==> config.mk <==
export PLATFORM = sky130hd
export DESIGN_NAME = transaction_control
export DESIGN_NICKNAME = d
export VERILOG_FILES = /design/src/rtl/transaction_control.sv
export SDC_FILE = /design/constraint.sdc
export NUM_CORES = 1
export LEC_CHECK = 0
export BUFFER_PORTS_ARGS = -buffer_cell sky130_fd_sc_hd__buf_2
export CAP_MARGIN = 10
export CORE_AREA = 2 2 48 94
export CTS_CLUSTER_DIAMETER = 100
export DETAILED_ROUTE_END_ITERATION = 16
export DIE_AREA = 0 0 50 96
export GPL_TIMING_DRIVEN = 1
export MAX_ROUTING_LAYER = met4
export PLACE_DENSITY_LB_ADDON = 0.1
export SYNTH_ARGS = -nofsm -noshare
export SYNTH_HDL_FRONTEND = slang
export SYNTH_SLANG_ARGS = --single-unit
==> constraint.sdc <==
create_clock -name clock -period 2.9 [get_ports clock]
set_input_delay 0.58 -clock clock [delete_from_list [all_inputs] [get_ports clock]]
set_output_delay 0.58 -clock clock [all_outputs]
set_load 0.005 [all_outputs]
==> src/rtl/transaction_control.sv <==
// transaction_control: moves one coin amount between the two player balances
// held in a single-port RAM (address 0 = player 1, address 1 = player 2).
// Reads both balances, rejects on insufficient funds or destination overflow,
// writes both back, then hands off to the animation block.
//
// state    | meaning
// ---------+--------------------------------------------------------------
// IDLE     | waiting for start_transaction; RAM free for the display reader
// RD_SRC   | addressing source balance until read data has settled
// RD_DST   | addressing destination balance until read data has settled
// CHECK    | funds / overflow decision
// WR_SRC   | write debited source balance
// WR_DST   | write credited destination balance
// ANIM     | animation running; wait for anim_done or timeout
// DONE     | one-cycle completion pulse
// WAIT_REL | request still held after completion; wait for it to drop
module transaction_control #(
  parameter int BAL_W        = 8,
  parameter int AMT_W        = 8,
  parameter int RD_LAT       = 1,
  parameter int ANIM_TIMEOUT = 0
) (
  input  logic             clock,
  input  logic             resetn,
  input  logic             start_transaction,
  input  logic [AMT_W-1:0] amount,
  input  logic             key,
  input  logic [BAL_W-1:0] mem_rdata,
  input  logic             anim_done,
  output logic             mem_addr,
  output logic             mem_we,
  output logic [BAL_W-1:0] mem_wdata,
  output logic             mem_busy,
  output logic             anim_start,
  output logic             finished_transaction,
  output logic             tx_ok,
  output logic             tx_fail
);

  // One down-counter serves both the read settle time and the animation timeout.
  localparam int CNT_MAX = (ANIM_TIMEOUT > RD_LAT) ? ANIM_TIMEOUT : RD_LAT;
  localparam int CNT_W   = $clog2(CNT_MAX + 1);

  typedef enum logic [3:0] {
    S_IDLE, S_RD_SRC, S_RD_DST, S_CHECK, S_WR_SRC, S_WR_DST, S_ANIM, S_DONE, S_WAIT_REL
  } state_t;

  state_t             state_q, state_d;
  logic [CNT_W-1:0]   cnt_q, cnt_d;
  logic [AMT_W-1:0]   amt_q, amt_d;
  logic               key_q, key_d;
  logic [BAL_W-1:0]   src_bal_q, src_bal_d;
  logic [BAL_W-1:0]   dst_bal_q, dst_bal_d;
  logic               tx_ok_q, tx_ok_d;
  logic               tx_fail_q, tx_fail_d;
  logic               anim_first_q, anim_first_d;

  logic [BAL_W-1:0]   amt_ext;
  logic [BAL_W:0]     dst_sum;

  assign amt_ext = BAL_W'(amt_q);
  // One extra bit so an overflowing credit is detectable.
  assign dst_sum = {1'b0, dst_bal_q} + {1'b0, amt_ext};

  // State register and datapath latches, synchronous active-low reset.
  always_ff @(posedge clock) begin
    if (!resetn) begin
      state_q      <= S_IDLE;
      cnt_q        <= '0;
      amt_q        <= '0;
      key_q        <= 1'b0;
      src_bal_q    <= '0;
      dst_bal_q    <= '0;
      tx_ok_q      <= 1'b0;
      tx_fail_q    <= 1'b0;
      anim_first_q <= 1'b0;
    end else begin
      state_q      <= state_d;
      cnt_q        <= cnt_d;
      amt_q        <= amt_d;
      key_q        <= key_d;
      src_bal_q    <= src_bal_d;
      dst_bal_q    <= dst_bal_d;
      tx_ok_q      <= tx_ok_d;
      tx_fail_q    <= tx_fail_d;
      anim_first_q <= anim_first_d;
    end
  end

  // Next-state logic and state-decoded RAM / handshake outputs.
  always_comb begin
    state_d              = state_q;
    cnt_d                = cnt_q;
    amt_d                = amt_q;
    key_d                = key_q;
    src_bal_d            = src_bal_q;
    dst_bal_d            = dst_bal_q;
    tx_ok_d              = tx_ok_q;
    tx_fail_d            = tx_fail_q;
    anim_first_d         = (state_q == S_WR_DST);
    mem_addr             = 1'b0;
    mem_we               = 1'b0;
    mem_wdata            = '0;
    anim_start           = 1'b0;
    finished_transaction = 1'b0;

    case (state_q)
      S_IDLE: begin
        if (start_transaction) begin
          state_d   = S_RD_SRC;
          amt_d     = amount;
          key_d     = key;
          tx_ok_d   = 1'b0;
          tx_fail_d = 1'b0;
          cnt_d     = CNT_W'(RD_LAT);
        end
      end
      S_RD_SRC: begin
        mem_addr = key_q;
        if (cnt_q == '0) begin
          src_bal_d = mem_rdata;
          cnt_d     = CNT_W'(RD_LAT);
          state_d   = S_RD_DST;
        end else begin
          cnt_d = cnt_q - CNT_W'(1);
        end
      end
      S_RD_DST: begin
        mem_addr = ~key_q;
        if (cnt_q == '0) begin
          dst_bal_d = mem_rdata;
          state_d   = S_CHECK;
        end else begin
          cnt_d = cnt_q - CNT_W'(1);
        end
      end
      S_CHECK: begin
        if ((amt_ext > src_bal_q) || dst_sum[BAL_W]) begin
          tx_fail_d = 1'b1;
          state_d   = S_DONE;
        end else begin
          state_d = S_WR_SRC;
        end
      end
      S_WR_SRC: begin
        mem_we    = 1'b1;
        mem_addr  = key_q;
        mem_wdata = src_bal_q - amt_ext;
        state_d   = S_WR_DST;
      end
      S_WR_DST: begin
        mem_we    = 1'b1;
        mem_addr  = ~key_q;
        mem_wdata = dst_sum[BAL_W-1:0];
        tx_ok_d   = 1'b1;
        state_d   = S_ANIM;
        if (ANIM_TIMEOUT != 0) cnt_d = CNT_W'(ANIM_TIMEOUT - 1);
      end
      S_ANIM: begin
        anim_start = anim_first_q;
        if (anim_done) begin
          state_d = S_DONE;
        end else if ((ANIM_TIMEOUT != 0) && (cnt_q == '0)) begin
          state_d = S_DONE;
        end else if (cnt_q != '0) begin
          cnt_d = cnt_q - CNT_W'(1);
        end
      end
      S_DONE: begin
        finished_transaction = 1'b1;
        state_d = start_transaction ? S_WAIT_REL : S_IDLE;
      end
      S_WAIT_REL: begin
        if (!start_transaction) state_d = S_IDLE;
      end
      default: state_d = S_IDLE;
    endcase

    mem_busy = (state_q != S_IDLE);
    tx_ok    = tx_ok_q;
    tx_fail  = tx_fail_q;
  end

endmodule
Word-level counts from Yosys, hierarchy flattened
Cells that the tools add are included.

word-level totals
  flip-flop bits (word level) = 33
  bits of input ports = 21
  logic and storage cells = 68

cells by class
  add/sub/neg operators = 3
  $lt $le $gt $ge = 1
  eq/ne operators = 15
  muxes and demuxes = 22
  bitwise logic cells = 2
  reductions and logical operators = 16

operator list
  operator               count
  $pmux W4 S9            1
  $mux W4                6
  $eq A4 B3 Y1 const B   4
  $pmux W8 S2            1
  $ne A2 B2 Y1 const B   7
  $add A8 B8 Y9          1
  $mux W1                9
  $eq A4 B2 Y1 const B   2
  $gt A8 B8 Y1           1
  $reduce_and A2 Y1      4
  $reduce_bool A4 Y1     2
  $sub A8 B8 Y8          1
  $pmux W1 S2            3
  $reduce_and A3 Y1      2
  $reduce_or A2 Y1       3
  $reduce_and A5 Y1      1
  $eq A4 B1 Y1 const B   1
  $eq A4 B4 Y1 const B   1
  $logic_not A4 Y1       1
  $pmux W1 S4            1
  $reduce_bool A2 Y1     2
  $mux W2                1
  $not A1 Y1             2
  $logic_or A1 B1 Y1     1
  $sub A1 B1 Y1 const B  1

Longest topological paths before layout
Gate-level depths: netlist (run 1).

  depth in word-level cells = 4
  depth in mapped cells = 8
  mapped depth without buffers = 8

Worst setup path after synthesis (run 1)
No wires, ideal clock.

  path kind = register to output
  start point = register dst_bal_q[0]
  end point = output mem_wdata[6]
  data arrival time = 1751 ps
  data required time = 2320 ps
  slack = 569 ps
  cell stages (with the launch flop) = 8
  path buffers = 0
  cell sequence = dfxtp_1 ha_1 fa_1 a211oi_1 o21bai_1 a21oi_1 mux2i_1 o31ai_1

on the way
  cells in the longest elaborated chain, start to end = 2

ends and longest elaborated chain
  what                    RTL line  RTL
  start, declared         53        logic [BAL_W-1:0] dst_bal_q, dst_bal_d;
  start signal, assigned  83        dst_bal_q <= dst_bal_d;
  $add A8 B8 Y9           63        assign dst_sum = {1'b0, dst_bal_q} + {1'b0, amt_ext};
  $pmux W8 S2             107       case (state_q)
  end, declared           32        output logic [BAL_W-1:0] mem_wdata,

Every way passes these cells.

Final worst setup path (run 1)
Ends and elaborated chain as after synthesis.

==> results of run 1 <==
==> worst paths after layout <==
path                                                start              endpoint  slack, ns  depth (start not counted)
worst min-delay path                 tx_fail$_SDFFE_PN0P_  tx_fail$_SDFFE_PN0P_       0.46                          2
worst max-delay path            dst_bal_q[0]$_SDFFE_PN0P_          mem_wdata[6]       0.05                          8
worst max register to register    amt_ext[3]$_SDFFE_PN0P_  tx_fail$_SDFFE_PN0P_       0.75                          7
worst min register to register       tx_fail$_SDFFE_PN0P_  tx_fail$_SDFFE_PN0P_       0.46                          2
==> worst register-to-register path, delay by kind of cell (launching register included) <==
family | cells | cell delay (ns)
compound gates | 5 | 1.34
buf+inv | 1 | 0.06
flops | 1 | 0.36
fa+ha+maj | 1 | 0.33
==> layer usage <==
metal,vias to the layer above,part of all wire [%],wire [um]
met4,0,6.3,358
met1,915,35,1990
met2,60,55,3130
li1,1017,-,-
met5,-,0,0
met3,26,4.0,228
==> area by class of cell <==
type | count | area, sq um
timing repair buffer | 42 | 228
sequential | 33 | 662
inverter | 15 | 56.3
clock inverter | 1 | 30.0
clock buffer | 7 | 86.3
multi-input combinational | 203 | 1450
fill | 388 | 1510
tap | 52 | 65.1
==> kinds of logic after synthesis <==
group / Yosys count
AND/OR/NAND/NOR: 87
AO/OA/AOI/OAI: 63
flip-flops: 33
buffers and inverters: 28
multiplexers: 27
adder cells (fa/ha/maj): 18
XOR/XNOR: 8
==> what timing repair did <==
action                     in CTS  in global routing
pin swaps                       0                  6
setup endpoints to repair       1                  1
setup buffers                   0                  1
gates resized for setup         2                  6
==> layout by cell type (no fill, tap or decap), types with 3 or more instances in the layout <==
cell type	instances
nor2_1	43
buf_2	35
dfxtp_1	32
mux2i_1	27
inv_1	15
nand2_1	14
a21oi_1	14
ha_1	14
o21ai_0	12
nor3_1	8
buf_4	7
xor2_1	6
clkbuf_8	6
o31ai_1	4
o21a_1	4
nand2b_1	3
a21boi_0	3
nor2b_1	3
a31oi_1	3
o22ai_1	3
nand3b_1	3
==> flip-flops by register name, summed over array words and instances, names as in the netlist <==
signal,flops
cnt_q,1
tx_fail,1
anim_first_q,1
dst_bal_q,8
amt_ext,8
state_q,4
key_q,1
tx_ok,1
src_bal_q,8
==> power by group <==
group          internal, mW  switching [mW]  total, mW
combinational         0.493           0.623       1.12
clock                 0.280           0.175      0.455
sequential            0.550           0.107      0.657
==> stage by stage <==
stage                     util [%]  power (mW)  cells  hold WS [ns]  setup WS [ns]
final                         63.1        2.23    353         0.456         0.0490
after global routing          63.1        2.39    353         0.495        0.00467
after global placement        59.4        1.74    344         0.440          0.301
after detailed placement      59.4        1.75    344         0.444          0.269
after CTS                     62.4        2.22    352         0.455        0.00847
after floorplan                  -        1.50    264         0.448          0.569
==> flow_metrics.env, run 1 <==
export IMPL_status="finished clean"
export IMPL_cts_root_buf="clkbuf_8"
export IMPL_fin_crit_sh_pct=98.3
export IMPL_startpoint_type="register"
export IMPL_cp_cell_sequence="ha_4, fa_2, a211oi_2, o21bai_1, a21oi_1, mux2i_1, o31ai_1, buf_2"
export IMPL_cp_end_kind="output port"
export IMPL_yosys_warnings=0
export IMPL_crit_family="compound AO/OA/AOI/OAI gates"
export IMPL_synth_fa_ha_area_share_pct=10.9
export IMPL_cts_hold_fix_buffers=0
export IMPL_irDropWorstVdd_uv=643
export IMPL_ys_async_sr_fraction_pct=0
export IMPL_ys_seq_area_share_pct=29.9
export IMPL_synthXorXnorAreaFrac_pct=3.17
export IMPL_synth_top_cell_area_share_pct=29.9
export IMPL_hold_viol=0
export IMPL_io_pins=36
export IMPL_synth_edf_count=0
export IMPL_synthToLayoutAreaGrowth_pct=17.0
export IMPL_fin_skew_ns=0.00760
export IMPL_use_met3_pct=4.04
export IMPL_antenna_cells=0
export IMPL_synth_area_sq_um=2210
export IMPL_synthMuxAreaShare_pct=12.2
export IMPL_finalSetupTns_ns=0
export IMPL_drt_iter0_markers=50
export IMPL_place_area_sq_um=2430
export IMPL_cts_tree="built"
export IMPL_synth_most_common_cell="nor2_1"
export IMPL_syn_inst=264
export IMPL_htreeDepth=2
export IMPL_cts_buffers_inserted=5
export IMPL_post_drt_via_cell_ratio=5.72
export IMPL_synth_compound_area_share_pct=19.0
export IMPL_std_cell_rows=33
export IMPL_fmax_mhz=351
export IMPL_gr_total_overflow=0
export IMPL_firstDrtPassIters=4
export IMPL_synth_top_area_cell="dfxtp_1"
export IMPL_slew_viol_final=0
export IMPL_busiest_layer="met2"
export IMPL_period_needed_ns=2.85
export IMPL_grt_pass1_vias=1910
export IMPL_ys_top_cells_by_area="dfxtp_1 (30%), mux2i_1 (12%), ha_1 (9.1%)"
export IMPL_placement_io_buffers=35
export IMPL_synth_flop_cell="dfxtp_1"
export IMPL_worst_slew_pin_slew_ns=0.751
export IMPL_p_leak_nw=1.21
export IMPL_met2_usage_pct=48.5
export IMPL_drive_gt1_share_pct=19.6
export IMPL_synth_cell_types=46
export IMPL_use_met1_pct=23.2
export IMPL_grt_max_degree=21
export IMPL_grt_pass1_wl_um=8970
export IMPL_nNetsFinal=339
export IMPL_wl_per_cell_um=16.2
export IMPL_crit_buf_inv=1
export IMPL_yosys_area_share_simple_pct=19.3
export IMPL_synth_seq_cells=33
export IMPL_worstSetupPathType="register to output port"
export IMPL_critPathSlowestCell="fa_2"
export IMPL_critical_path_arrival_ns=2.27
export IMPL_start_util_pct=54.0
export IMPL_drv_cap=0
export IMPL_clk_pin_slew_ns=0.07
export IMPL_die_h_um=96
export IMPL_dp_final_hpwl_um=4360
export IMPL_hp_class="register to register"
export IMPL_routed_via_count=2018
export IMPL_ys_top_cells_by_count="nor2_1 (43), dfxtp_1 (33), mux2i_1 (27)"
export IMPL_globalplace_congestion=0.947
export IMPL_postLayoutCellArea_sq_um=2580
export IMPL_relSlewSlack_pct=49.8
export IMPL_ctsLongestPathBuffers=2
export IMPL_syn_nets=303
export IMPL_clk_latency_ns=0.29
export IMPL_die_w_um=50
export IMPL_core_area_sq_um=4090
export IMPL_power_density_nw_per_um2=863
export IMPL_rsz0062_at_grt="no"
export IMPL_cp_required_ns=2.32
export IMPL_syn_area_per_cell_sq_um=8.36
export IMPL_route_detailed_drc=0
export IMPL_synth_top_family_by_area="simple AND/OR/NAND/NOR gates"
export IMPL_routed_wl_um=5710
export IMPL_max_stage_delay_ns=0.41
export IMPL_setup_viol=0
export IMPL_path_max_fanout=3
export IMPL_grt_total_usage_pct=26.0
export IMPL_detail_route_antenna_nets=0
export IMPL_grt_antenna_before_repair=0
export IMPL_die_area_sq_um=4800
export IMPL_cts_sinks=33
(Power assumes the default switching activity.)
==> inputs of run 2 (changes only) <==
--- a/config.mk
+++ b/config.mk
@@ -7,10 +7,11 @@
 export LEC_CHECK = 0
 export BUFFER_PORTS_ARGS = -buffer_cell sky130_fd_sc_hd__buf_2
 export CAP_MARGIN = 10
-export CORE_AREA = 2 2 48 94
+export CORE_AREA = 2 2 49 97
+export CTS_BUF_LIST = sky130_fd_sc_hd__clkbuf_4
 export CTS_CLUSTER_DIAMETER = 100
 export DETAILED_ROUTE_END_ITERATION = 16
-export DIE_AREA = 0 0 50 96
+export DIE_AREA = 0 0 51 99
 export GPL_TIMING_DRIVEN = 1
 export MAX_ROUTING_LAYER = met4
 export PLACE_DENSITY_LB_ADDON = 0.1
==> constraint.sdc (replaced) <==
create_clock -name clock -period 2.5 [get_ports clock]
set_input_delay 0.5 -clock clock [delete_from_list [all_inputs] [get_ports clock]]
set_output_delay 0.5 -clock clock [all_outputs]
set_load 0.005 [all_outputs]
==> run 2 against run 1 <==
  * The run now ends with setup timing left
  * Final area up 5.5%
  * Worst setup slack worse by 0.34 ns
  * Register-to-register slack worse by 0.33 ns
  * Clock power down 12%
  * Sequential share of layout area down 1.0 points
  * Critical path type unchanged
  * Largest power group unchanged
  * Highest routed layer unchanged
==> flow_metrics.env, run 2 (synthesis results as in run 1) <==
export IMPL_crit_start="src_bal_q[0]$_SDFFE_PN0P_"
export IMPL_nNetsFinal=349
export IMPL_clk_latency_ns=0.33
export IMPL_drive_gt1_share_pct=27.7
export IMPL_grt_pass1_wl_um=9270
export IMPL_worst_slew_pin_slew_ns=0.465
export IMPL_worstSetupPathType="register to output port"
export IMPL_placement_io_buffers=35
export IMPL_final_common_cell="nor2_1"
export IMPL_io_pins=36
export IMPL_fill_cells=405
export IMPL_irDropWorstVdd_uv=823
export IMPL_path_max_fanout=2
export IMPL_detail_route_antenna_nets=0
export IMPL_p_leak_nw=1.26
export IMPL_grt_pass1_vias=2106
export IMPL_met2_usage_pct=48.8
export IMPL_violations="setup timing"
export IMPL_worst_slack_ns=-0.291
export IMPL_die_h_um=99
export IMPL_max_stage_delay_ns=0.38
export IMPL_routed_wl_um=6020
export IMPL_critical_path_arrival_ns=2.29
export IMPL_total_power_mw=2.71
export IMPL_hold_viol=0
export IMPL_cts_sinks=33
export IMPL_worstHoldEndpoint="key_q$_SDFFE_PN0P_"
export IMPL_holdPathStages=3
export IMPL_final_cell_mix="nor2_1 (43), buf_2 (35), mux2i_1 (27), dfxtp_1 (27), buf_4 (16)"
export IMPL_r2r_slack_ns=0.42
export IMPL_use_met3_pct=3.33
export IMPL_grt_total_usage_pct=25.1
export IMPL_hp_class="input pin to register"
export IMPL_regArea_sq_um=671
export IMPL_firstDrtPassIters=5
export IMPL_fin_cells=365
export IMPL_relSlewSlack_pct=68.9
export IMPL_cts_root_buf="clkbuf_4"
export IMPL_globalplace_congestion=0.903
export IMPL_ctsLongestPathBuffers=2
export IMPL_gr_total_overflow=0
export IMPL_antenna_cells=0
export IMPL_cp_cell_sequence="inv_2, ha_2, fa_2, nand2b_4, a21oi_4, o21a_1, nor3_2, o31ai_2, buf_2"
export IMPL_cp_required_ns=2.00
export IMPL_dp_worst_setup_slack_ns=-0.0321
export IMPL_cts_buffers_inserted=5
export IMPL_startpoint_type="register"
export IMPL_grt_max_degree=21
export IMPL_routed_via_count=2112
export IMPL_std_cell_rows=34
export IMPL_grt_antenna_before_repair=0
export IMPL_cts_hold_fix_buffers=0
export IMPL_die_w_um=51
export IMPL_r2r_end="tx_fail$_SDFFE_PN0P_"
export IMPL_htreeDepth=2
export IMPL_critPathSlowestCell="fa_2"
export IMPL_post_drt_via_cell_ratio=5.79
export IMPL_placedCellCount=354
export IMPL_core_area_sq_um=4300
export IMPL_drt_iter0_markers=50
export IMPL_fmax_mhz=358
export IMPL_synthToLayoutAreaGrowth_pct=23.4
export IMPL_multi_input_area_sq_um=1540
export IMPL_use_met1_pct=21.6
export IMPL_cp_end_kind="output port"
export IMPL_period_needed_ns=2.79
export IMPL_start_util_pct=51.4
export IMPL_reg2reg_from="amt_ext[4]$_SDFFE_PN0P_"
export IMPL_fin_skew_ns=0.0112
export IMPL_route_detailed_drc=0
export IMPL_hp_start="key"
export IMPL_power_density_nw_per_um2=996
export IMPL_die_area_sq_um=5050
export IMPL_busiest_layer="met2"
export IMPL_slew_viol_final=0
export IMPL_finalSetupTns_ns=-0.593
export IMPL_rsz0062_at_grt="yes"
export IMPL_fin_crit_sh_pct=112
export IMPL_r2r_cells=9
export IMPL_drv_cap=0
export IMPL_cts_tree="built"
export IMPL_wl_per_cell_um=16.5
export IMPL_status="finished with violations"
export IMPL_setup_viol=4
export IMPL_dp_final_hpwl_um=4510
export IMPL_clk_pin_slew_ns=0.10
run 2: changes by cell type in the layout (fill, tap and decap cells not counted), sizes merged:
cell | previous run | this run
buf | 42 | 52
clkbuf | 7 | 6
clkinv | 0 | 1
run 2: timing repair:
| action | in CTS | in global routing |
|---|---|---|
| buffers inserted | 1 | 2 |
| endpoints found under the hold margin | 0 | 0 |
| setup endpoints to repair | 4 | 5 |
| resized for setup | 18 | 13 |
| pin swaps | 7 | 9 |
| gates cloned | 0 | 0 |
run 2: where the power goes:
| group | internal, mW | switching, mW | total (mW) |
|---|---|---|---|
| combinational | 0.722 | 0.825 | 1.55 |
| clock | 0.219 | 0.181 | 0.400 |
| sequential | 0.641 | 0.123 | 0.764 |
run 2: worst max path at each step:
stage,to,slack (ns),depth (start not counted)
6_report,mem_wdata[6],-0.29,9
4_1_cts,mem_wdata[6],-0.26,8
3_5_place_dp,mem_wdata[6],-0.03,8
3_3_place_gp,mem_wdata[6],0.02,8
5_1_grt,mem_wdata[6],-0.33,9
2_1_floorplan,mem_wdata[6],0.25,7
run 2: metal layers:
metal	vias up	share of wire [%]	wire length [um]
met5	-	0	0
met4	0	3.5	212
met3	16	2.9	173
met2	55	60	3580
met1	1004	34	2050
li1	1037	-	-
run 2: metrics by stage:
stage / area (sq um) / hold WS, ns / util (%)
after global placement: 2490 / 0.440 / 57.9
after global routing: 2720 / 0.378 / 63.4
after floorplan: 2210 / 0.448 / -
final: 2720 / 0.391 / 63.4
after CTS: 2660 / 0.387 / 61.8
after detailed placement: 2490 / 0.453 / 57.9
run 2: critical path, delay by kind of cell, from the launching register on:
kind / cells / cell delay, ns
buffers and inverters: 2 / 0.20
AO/OA/AOI/OAI: 3 / 0.61
flip-flops: 1 / 0.35
AND/OR/NAND/NOR: 2 / 0.23
adder cells (fa/ha/maj): 2 / 0.58
run 2: layout make-up:
type / instances / area share [%]
Timing Repair Buffer: 52 / 11.3
Tap cell: 54 / 2.48
Inverter: 15 / 2.07
Clock buffer: 6 / 1.65
Multi-Input combinational cell: 203 / 56.7
Clock inverter: 2 / 1.24
Sequential cell: 33 / 24.6
==> inputs of run 3 (changes only) <==
--- a/config.mk
+++ b/config.mk
@@ -5,13 +5,14 @@
 export SDC_FILE = /design/constraint.sdc
 export NUM_CORES = 1
 export LEC_CHECK = 0
+export ABC_AREA = 1
 export BUFFER_PORTS_ARGS = -buffer_cell sky130_fd_sc_hd__buf_2
 export CAP_MARGIN = 10
-export CORE_AREA = 2 2 49 97
+export CORE_AREA = 2 2 48 94
 export CTS_BUF_LIST = sky130_fd_sc_hd__clkbuf_4
 export CTS_CLUSTER_DIAMETER = 100
 export DETAILED_ROUTE_END_ITERATION = 16
-export DIE_AREA = 0 0 51 99
+export DIE_AREA = 0 0 50 96
 export GPL_TIMING_DRIVEN = 1
 export MAX_ROUTING_LAYER = met4
 export PLACE_DENSITY_LB_ADDON = 0.1
==> run 3 against run 2 <==
  * The flow still finishes with violations (setup timing)
  * Worst setup slack improved by 0.29 ns
  * Sequential power grew 2%
  * Critical path depth did not move
  * Global-route usage rose by 0.54 points
  * Via count grew 2.1%
  * Die area shrank 4.9%
  * Sequential share of layout area grew 1.3 points
  * Area after synthesis down 7.1%
  * Combinational power rose by 4%
  * Core utilization increased by 0.12 points
  * Non-clock buffer count is 10 lower
  * Total power rose by 6.5%
  * Critical path type unchanged
  * Largest cell class unchanged
==> flow_metrics.env, run 3 <==
export IMPL_synth_flop_cell="dfxtp_1"
export IMPL_ys_top_cells_by_area="dfxtp_1 (32%), nand2_1 (12%), a21oi_1 (11%)"
export IMPL_synthToLayoutAreaGrowth_pct=26.6
export IMPL_cp_end_kind="output port"
export IMPL_ys_async_sr_fraction_pct=0
export IMPL_cts_buffers_inserted=5
export IMPL_die_h_um=96
export IMPL_route_detailed_drc=0
export IMPL_post_drt_via_cell_ratio=5.45
export IMPL_crit_family="adder cells"
export IMPL_synth_most_common_cell="nand2_1"
export IMPL_power_density_nw_per_um2=1110
export IMPL_detail_route_antenna_nets=0
export IMPL_die_w_um=50
export IMPL_violations="setup timing"
export IMPL_final_cell_mix="nand2_1 (64), a21oi_1 (43), buf_2 (35)"
export IMPL_core_area_sq_um=4090
export IMPL_irDropWorstVdd_uv=1040
export IMPL_globalplace_congestion=0.834
export IMPL_multi_input_area_sq_um=1380
export IMPL_htreeDepth=2
export IMPL_hold_viol=0
export IMPL_fmax_mhz=399
export IMPL_syn_inst=300
export IMPL_grt_pass1_wl_um=9040
export IMPL_grt_antenna_before_repair=0
export IMPL_status="finished with violations"
export IMPL_cts_tree="built"
export IMPL_gr_total_overflow=0
export IMPL_cp_required_ns=2.00
export IMPL_cp_cell_sequence="ha_4, fa_2, inv_2, nand3_2, nand2_2, a31oi_2, xor2_1, o21ai_1, buf_2"
export IMPL_fin_skew_ns=0.00923
export IMPL_hp_class="input pin to register"
export IMPL_syn_area_per_cell_sq_um=6.84
export IMPL_wl_per_cell_um=14.6
export IMPL_ys_seq_area_share_pct=32.2
export IMPL_crit_buf_inv=2
export IMPL_dp_worst_setup_slack_ns=0.229
export IMPL_ctsLongestPathBuffers=2
export IMPL_firstDrtPassIters=4
export IMPL_regArea_sq_um=673
export IMPL_routed_wl_um=5780
export IMPL_path_max_fanout=3
export IMPL_fill_cells=402
export IMPL_critPathSlowestCell="dfxtp_4"
export IMPL_period_needed_ns=2.51
export IMPL_nNetsFinal=382
export IMPL_worstSetupPathType="register to output port"
export IMPL_worst_slew_pin_slew_ns=0.668
export IMPL_p_leak_nw=1.17
export IMPL_final_common_cell="nand2_1"
export IMPL_placement_io_buffers=35
export IMPL_yosys_warnings=0
export IMPL_fin_crit_sh_pct=100
export IMPL_hold_ws_ns=0.431
export IMPL_relSlewSlack_pct=55.4
export IMPL_place_area_sq_um=2290
export IMPL_cts_root_buf="clkbuf_4"
export IMPL_die_area_sq_um=4800
export IMPL_grt_max_degree=22
export IMPL_drt_iter0_markers=50
export IMPL_grt_pass1_vias=2099
export IMPL_ys_top_cells_by_count="nand2_1 (66), a21oi_1 (45), inv_1 (34)"
export IMPL_routed_via_count=2157
export IMPL_synth_seq_cells=33
export IMPL_max_stage_delay_ns=0.38
export IMPL_total_power_mw=2.89
export IMPL_rsz0062_at_grt="yes"
export IMPL_utilization_pct=63.5
export IMPL_r2r_slack_ns=0.56
export IMPL_synth_edf_count=0
export IMPL_clk_latency_ns=0.33
export IMPL_dp_final_hpwl_um=4300
export IMPL_slew_viol_final=0
export IMPL_cts_sinks=33
export IMPL_drive_gt1_share_pct=26.2
export IMPL_syn_nets=339
export IMPL_grt_total_usage_pct=25.6
export IMPL_critical_path_arrival_ns=2.01
export IMPL_cts_hold_fix_buffers=0
export IMPL_synth_top_area_cell="dfxtp_1"
export IMPL_io_pins=36
export IMPL_synth_cell_types=33
export IMPL_clk_pin_slew_ns=0.11
export IMPL_std_cell_rows=33
export IMPL_postLayoutCellArea_sq_um=2600
export IMPL_synth_top_cell_area_share_pct=32.2
export IMPL_antenna_cells=0
export IMPL_drv_cap=0
export IMPL_startpoint_type="register"
export IMPL_worst_slack_ns=-0.00586
export IMPL_synth_area_sq_um=2050
export IMPL_start_util_pct=50.2
export IMPL_setup_viol=1
-- run 3: logic make-up after synthesis --
group	Yosys count	synth area share, %
buffers and inverters	44	8.48
AND/OR/NAND/NOR	121	25.1
adder cells (fa/ha/maj)	18	11.7
XOR/XNOR	4	1.71
AO/OA/AOI/OAI	80	20.8
flip-flops	33	32.2
-- run 3: where the power goes --
group          switching [mW]  total (mW)  internal (mW)
Sequential              0.115       0.781          0.666
Combinational           0.944        1.61          0.666
Clock                   0.187       0.497          0.310
-- run 3: tightest hold or removal path, delay by kind of cell --
| family | cells | cell delay (ns) |
|---|---|---|
| compound gates | 1 | 0.06 |
| buf+inv | 1 | 0.10 |
| simple gates | 1 | 0.07 |
-- run 3: metal layers --
| metal | share of wire [%] | GRT usage [%] |
|---|---|---|
| met1 | 36 | 23.9 |
| met3 | 4.1 | 2.95 |
| met5 | 0 | - |
| met2 | 58 | 50.3 |
| met4 | 2.5 | 11.3 |
-- run 3: layout make-up --
type	count	share of cell area [%]
Inverter	38	5.59
Timing Repair Buffer	42	8.92
Tap cell	52	2.51
Clock inverter	3	2.51
Clock buffer	5	1.45
Sequential cell	33	25.9
Multi-Input combinational cell	223	53.1
-- run 3: path summary, 6_finish.rpt --
kind / startpoint / endpoint / cells past startpoint
worst max-delay path: amt_ext[0]$_SDFFE_PN0P_ / mem_wdata[6] / 9
worst min-delay path: mem_rdata[4] / src_bal_q[4]$_SDFFE_PN0P_ / 3
worst min register to register: tx_fail$_SDFFE_PN0P_ / tx_fail$_SDFFE_PN0P_ / 2
worst max register to register: amt_ext[0]$_SDFFE_PN0P_ / state_q[1]$_SDFFE_PN0P_ / 11
-- run 3: per-stage QoR --
stage / instances / setup TNS (ns)
2_1_floorplan: 300 / 0
3_3_place_gp: 385 / 0
3_5_place_dp: 385 / 0
4_1_cts: 393 / -0.0606
5_1_grt: 396 / -0.273
6_report: 396 / -0.00586
-- run 3: what timing repair did --
item / in CTS / in global routing
hold endpoints to repair: 0 / 0
endpoints found under the setup margin: 3 / 4
buffers inserted: 0 / 3
resized for setup: 5 / 39
pin swaps: 1 / 7
